===== config.mk =====
export PLATFORM = sky130hd
export DESIGN_NAME = servant_ram_loader
export DESIGN_NICKNAME = d
export VERILOG_FILES = /design/src/rtl/servant_ram_loader.sv
export SDC_FILE = /design/constraint.sdc
export NUM_CORES = 1
export LEC_CHECK = 0
export CORE_MARGIN = 3
export CORE_UTILIZATION = 30
export DETAILED_ROUTE_END_ITERATION = 10
export GPL_TIMING_DRIVEN = 0
export SYNTH_ARGS = -nofsm -noshare
export SYNTH_HDL_FRONTEND = slang
export SYNTH_SLANG_ARGS = --single-unit

===== constraint.sdc =====
create_clock -name i_wb_clk -period 7.2 [get_ports i_wb_clk]
set_input_delay 1.8 -clock i_wb_clk [delete_from_list [all_inputs] [get_ports i_wb_clk]]
set_output_delay 1.8 -clock i_wb_clk [all_outputs]
set_load 0.05 [all_outputs]

===== src/rtl/servant_ram_loader.sv =====
// Boot loader: assembles a byte stream into 32-bit words and writes them into RAM over Wishbone.
// Optional trailing checksum byte enabled by defining SERVANT_LOADER_CSUM_EN.
module servant_ram_loader #(
    parameter int depth = 256,
    parameter int aw    = $clog2(depth)
) (
    input  logic        i_wb_clk,
    input  logic        i_wb_rst_n,
    input  logic        i_start,
    input  logic [7:0]  i_dat,
    input  logic        i_vld,
    output logic        o_rdy,
    output logic [29:0] o_wb_adr,
    output logic [31:0] o_wb_dat,
    output logic [3:0]  o_wb_sel,
    output logic        o_wb_we,
    output logic        o_wb_cyc,
    input  logic        i_wb_ack,
    output logic        o_cpu_rst,
    output logic        o_done,
    output logic        o_err
);

    // state | meaning
    // LEN0  | waiting for word count low byte
    // LEN1  | waiting for word count high byte, range check
    // ASM   | collecting payload bytes into the word buffer
    // WRITE | Wishbone write in flight, waiting for ack
    // DONE  | image loaded, CPU released
    // ERR   | load aborted, CPU held in reset
    // CSUM  | waiting for trailing XOR checksum byte (optional)
    typedef enum logic [2:0] {
        LEN0  = 3'd0,
        LEN1  = 3'd1,
        ASM   = 3'd2,
        WRITE = 3'd3,
        DONE  = 3'd4,
        ERR   = 3'd5
`ifdef SERVANT_LOADER_CSUM_EN
        ,
        CSUM  = 3'd6
`endif
    } state_t;

    localparam int          WAW   = aw - 2;
    localparam logic [15:0] WORDS = 16'(depth / 4);

    state_t          state_q, state_d;
    logic [15:0]     n_q, n_d;
    logic [1:0]      idx_q, idx_d;
    logic [31:0]     dat_q, dat_d;
    logic [WAW-1:0]  addr_q, addr_d;
`ifdef SERVANT_LOADER_CSUM_EN
    logic [7:0]      csum_q, csum_d;
`endif

    logic        rdy;
    logic        xfer;
    logic        last_word;
    logic [15:0] n_new;

    always_comb begin
        rdy = 1'b0;
        unique case (state_q)
            LEN0, LEN1, ASM: rdy = 1'b1;
`ifdef SERVANT_LOADER_CSUM_EN
            CSUM:            rdy = 1'b1;
`endif
            default:         rdy = 1'b0;
        endcase
    end

    assign xfer      = i_vld & rdy;
    assign n_new     = {i_dat, n_q[7:0]};
    assign last_word = (16'(addr_q) == (n_q - 16'd1));

    always_comb begin
        state_d = state_q;
        n_d     = n_q;
        idx_d   = idx_q;
        dat_d   = dat_q;
        addr_d  = addr_q;
`ifdef SERVANT_LOADER_CSUM_EN
        csum_d  = csum_q;
`endif
        unique case (state_q)
            LEN0: begin
`ifdef SERVANT_LOADER_CSUM_EN
                csum_d = 8'h00;
`endif
                if (xfer) begin
                    n_d[7:0] = i_dat;
                    state_d  = LEN1;
                end
            end
            LEN1: begin
                if (xfer) begin
                    n_d    = n_new;
                    idx_d  = 2'd0;
                    addr_d = '0;
                    if (n_new == 16'd0)
                        state_d = DONE;
                    else if (n_new > WORDS)
                        state_d = ERR;
                    else
                        state_d = ASM;
                end
            end
            ASM: begin
                if (xfer) begin
                    // shifting in from the top leaves the first byte in [7:0]
                    dat_d = {i_dat, dat_q[31:8]};
                    idx_d = idx_q + 2'd1;
`ifdef SERVANT_LOADER_CSUM_EN
                    csum_d = csum_q ^ i_dat;
`endif
                    if (idx_q == 2'd3)
                        state_d = WRITE;
                end
            end
            WRITE: begin
                if (i_wb_ack) begin
                    if (last_word) begin
`ifdef SERVANT_LOADER_CSUM_EN
                        state_d = CSUM;
`else
                        state_d = DONE;
`endif
                    end else begin
                        addr_d  = addr_q + 1'b1;
                        state_d = ASM;
                    end
                end
            end
`ifdef SERVANT_LOADER_CSUM_EN
            CSUM: begin
                if (xfer)
                    state_d = (i_dat == csum_q) ? DONE : ERR;
            end
`endif
            DONE, ERR: begin
                if (i_start)
                    state_d = LEN0;
            end
            default: state_d = LEN0;
        endcase
    end

    always_ff @(posedge i_wb_clk or negedge i_wb_rst_n) begin
        if (!i_wb_rst_n) begin
            state_q <= LEN0;
            n_q     <= 16'd0;
            idx_q   <= 2'd0;
            dat_q   <= 32'd0;
            addr_q  <= '0;
`ifdef SERVANT_LOADER_CSUM_EN
            csum_q  <= 8'h00;
`endif
        end else begin
            state_q <= state_d;
            n_q     <= n_d;
            idx_q   <= idx_d;
            dat_q   <= dat_d;
            addr_q  <= addr_d;
`ifdef SERVANT_LOADER_CSUM_EN
            csum_q  <= csum_d;
`endif
        end
    end

    // cyc is decoded from state so an async reset drops it without a handshake
    assign o_rdy     = rdy;
    assign o_wb_cyc  = (state_q == WRITE);
    assign o_wb_we   = o_wb_cyc;
    assign o_wb_sel  = 4'hF;
    assign o_wb_adr  = {{(30 - WAW){1'b0}}, addr_q};
    assign o_wb_dat  = dat_q;
    assign o_done    = (state_q == DONE);
    assign o_err     = (state_q == ERR);
    assign o_cpu_rst = (state_q != DONE);

endmodule


Yosys cells after proc, flatten, opt, wreduce, memory -nomap -nowiden:

Index checks and enable logic that the tools add are counted.

* bits in registers: 59
* input port bits: 13
* output and inout port bits: 72
* word-level logic and storage cells: 59

* add/sub/neg operators: 3
* order comparisons: 1
* eq/ne operators: 15
* mux-type cells: 20
* bitwise logic cells: 2
* reductions and logical operators: 12

Operators by type and width (number)
* $mux W3: 9
* $mux W6: 3
* $eq A6 B16 Y1: 1
* $gt A16 B7 Y1 const B: 1
* $logic_not A16 Y1: 1
* $pmux W8 S2: 1
* $sub A16 B1 Y16 const B: 1
* $pmux W3 S5: 1
* $ne A2 B2 Y1 const B: 6
* $pmux W6 S2: 1
* $mux W8: 1
* $add A6 B1 Y6 const B: 1
* $eq A3 B2 Y1 const B: 2
* $eq A3 B3 Y1 const B: 2
* $reduce_and A3 Y1: 2
* $reduce_and A6 Y1: 1
* $mux W2: 2
* $pmux W2 S2: 1
* $reduce_and A2 Y1: 2
* $reduce_and A4 Y1: 1
* $reduce_bool A2 Y1: 2
* $eq A3 B1 Y1 const B: 1
* $logic_not A3 Y1: 1
* $ne A3 B3 Y1 const B: 1
* 8 further kinds: 8

Longest topological paths before layout:

* depth in word-level cells: 6
* mapped depth: 9
* gate-level depth less buffers: 8

Worst setup path before layout:

OpenSTA, ideal clock, no wires.

* kind: register -> output
* start point: reg state_q[0]
* end point: out o_wb_we
* arrival: 2.242 ns
* required time: 5.400 ns
* path slack: 3.158 ns
* cell stages (with the launch flop): 4
* path buffers: 2
* path through: dfrtp_1 -> clkbuf_1 -> nor3b_1 -> buf_4

* longest elaborated chain between the ends: 1

Ends and longest elaborated chain
* start: declaration: RTL line 48 `state_t state_q, state_d;`
* start signal: assignment: RTL line 160 `state_q <= state_d;`
* $eq A3 B2 Y1: RTL line 173 `assign o_wb_cyc = (state_q == WRITE);`
* end: declaration: RTL line 16 `output logic o_wb_we,`

Every way passes these cells.

Worst setup path in the final report:

Same ends and word-level chain as after synthesis.

==> results.txt <==
Finished Cell Area: 4220 µm²
Pint: 783 µW
Antenna diodes: 0
RSZ-0062 raised after global routing: false
Initial Util: 0.314
Sw power: 466 µW
Status: finished clean
CTS Sinks: 59
Clk root buf: clkbuf_8
R2R cell count: 6
First-pass GRT wire length: 12,400 µm
Skew final: 7.38 ps
Slowest stage cell, crit path: clkdlybuf4s50_1
Least-Margin Pin Slew: 1020 ps
NumNets Final: 404
Hold path cells: 1
Total GRT Usage: 0.135
Clk_lat worst skew: 350 ps
Die ar.: 11,700 µm²
Max incr delay on CP: 790 ps
CTS tree: built
Post-route ant nets: 0
# rows: 36
Clk slew on worst S/H paths: 70 ps
Required time of the critical path: 5400 ps
Worst reg2reg setup slack: 4490 ps
Synth cell types: 49
Arr. time, crit path: 2340 ps
Core region area: 9950 µm²
YS warnings: 0
Sequential fraction of design power: 0.366
H-tree depth: 3
CP Buf/Inv Count: 3
Clock power frac: 0.306
Slew Viols, Final: 0
Pwr dens: 296 nW/µm²
Worst Setup End Kind: output pin
CTS Buf Count: 9
Ys flop type: dfrtp_1
Routability congestion estimate: 0.866
Crit. Startpoint: state_q[0]
Via count: 2,472
Number of synthesized flops with an enable pin: 0
CP Max Fanout: 10
Setup_tns: 0 ps
Worst R2R Start: n_q[9]
IO buf count: 56
First drt pass iteration count: 4
Initial antenna violation count: 0
Layout fillers: 972
Post-route insts no fill: 526
Most common cell after layout, fill and taps aside: dfrtp_1
Placed cell area: 3970 µm²
P&R area growth vs syn: 35.0%
Largest net degree at the start of global routing: 36
Mapped Cells: 294
Asr flop ratio synth: 1.00
Vias in the first global route: 2,427
Post-DP HPWL: 5550 µm
Setup bufs post-CTS: 0
Grt total ovfl: 0
Io pins: 85
Layout cells sized above 1: 0.239
Final WL: 7540 µm
Avg WL per Cell: 14.3 µm
# DRC: 0
Switch share: 0.373
Hold path endpoint: idx_q[1]
Most frequent cells in the layout: 59 x dfrtp_1, 55 x clkdlybuf4s50_1, 39 x mux2_2
Yosys reg bits: 59
Worst vdd ir: 0.000162 V
Chip height: 108 µm
MaxCap Viol Count: 0
Fin crit share: 0.575
# setup viols final: 0
Clock buffer depth: 2
Fmax: 0.242 GHz
DRT iter0 DRCs: 137
Slew HR: 0.319
Worst-path cell chain: clkbuf_1, nor3b_1, buf_4, clkdlybuf4s50_1
CP Launch Type: flip-flop
CP top delay family: buffers and inverters
Via density: 4.70
Hold-fix buffers, CTS: 0
Final Power: 1.25 mW
Final core utilization: 0.424
Syn avg cell area: 10.6 µm²
Comb power frac: 0.328
DP Cell Count: 510
Worst min path class: reg -> reg
Seq/Total Area, Yosys: 0.472
Hold Path Origin: idx_q[1]
Reg2reg end: addr_q[0]
Resize count post-CTS: 0
Die X: 108 µm
Leakage: 1.88 nW
WS Path Type: reg -> out
Fin. Hold Viols: 0
Period minus WS final: 4140 ps
Syn Std Cell Area: 3130 µm²
## registers in the layout, summed over array words and instances (netlist names)
| register | count |
|---|---|
| idx_q | 2 |
| state_q | 3 |
| o_wb_dat | 32 |
| n_q | 16 |
| addr_q | 6 |
## kinds of logic after synthesis
logic type               synth area share
other                             0.00240
AO/OA/AOI/OAI                      0.0764
flip-flops                          0.472
AND/OR/NAND/NOR                     0.172
XOR/XNOR                           0.0252
multiplexers                        0.147
buffers and inverters              0.0924
adder cells (fa/ha/maj)            0.0120
## worst max-delay path by stage
stage          depth (start not counted)  slack, ps          end
6_report                               4       3060      o_wb_we
5_1_grt                                4       2920      o_wb_we
4_1_cts                                4       3050      o_wb_we
3_5_place_dp                           4       2900  o_wb_dat[3]
3_3_place_gp                           4       2380  o_wb_dat[7]
2_1_floorplan                          3       3160      o_wb_we
## routing by layer
layer | track usage | vias up | share of wire
met5 | 0 | - | 0
met2 | 0.211 | 89 | 0.48
met3 | 0.0394 | 11 | 0.080
met4 | 0.0622 | 0 | 0.014
met1 | 0.171 | 1192 | 0.43
li1 | - | 1180 | -
## final cells by class
type	instances	area (µm²)	area share
inverters	8	30.0	0.00711
well taps	133	166	0.0394
flip-flops and latches	59	1480	0.350
plain buffers	40	259	0.0614
multi-input cells	213	1470	0.347
repair buffers	57	576	0.136
clock inverters	6	111	0.0264
clock buffers	10	138	0.0326
## power by group through the flow
stage	clock network, mW	logic (mW)	registers, mW
floorplan	0	0.304	0.451
global placement	0	0.394	0.458
detailed placement	0	0.406	0.461
CTS	0.389	0.408	0.455
global route	0.403	0.451	0.466
finish	0.382	0.410	0.457
## per-stage QoR
step | worst slack (ps) | hold slack (ps)
after global placement | 2380 | 487
after floorplan | 3160 | 469
after detailed placement | 2900 | 486
after CTS | 3050 | 510
final | 3060 | 502
after global routing | 2920 | 538
## synthesized netlist by cell type, types with 5 or more instances
cell type	number	area [µm²]
a21oi_1	5	25.0
a31oi_1	5	31.3
buf_4	29	218
clkbuf_1	11	41.3
dfrtp_1	59	1480
inv_1	8	30.0
mux2_2	39	439
nand2_1	34	128
nand2b_1	5	31.3
nand3_1	8	40.0
nor2_1	12	45.0
nor3_1	8	40.0
nor4_1	5	31.3
o21ai_0	9	45.0
xnor2_1	6	52.6
(Power assumes the default switching activity.)
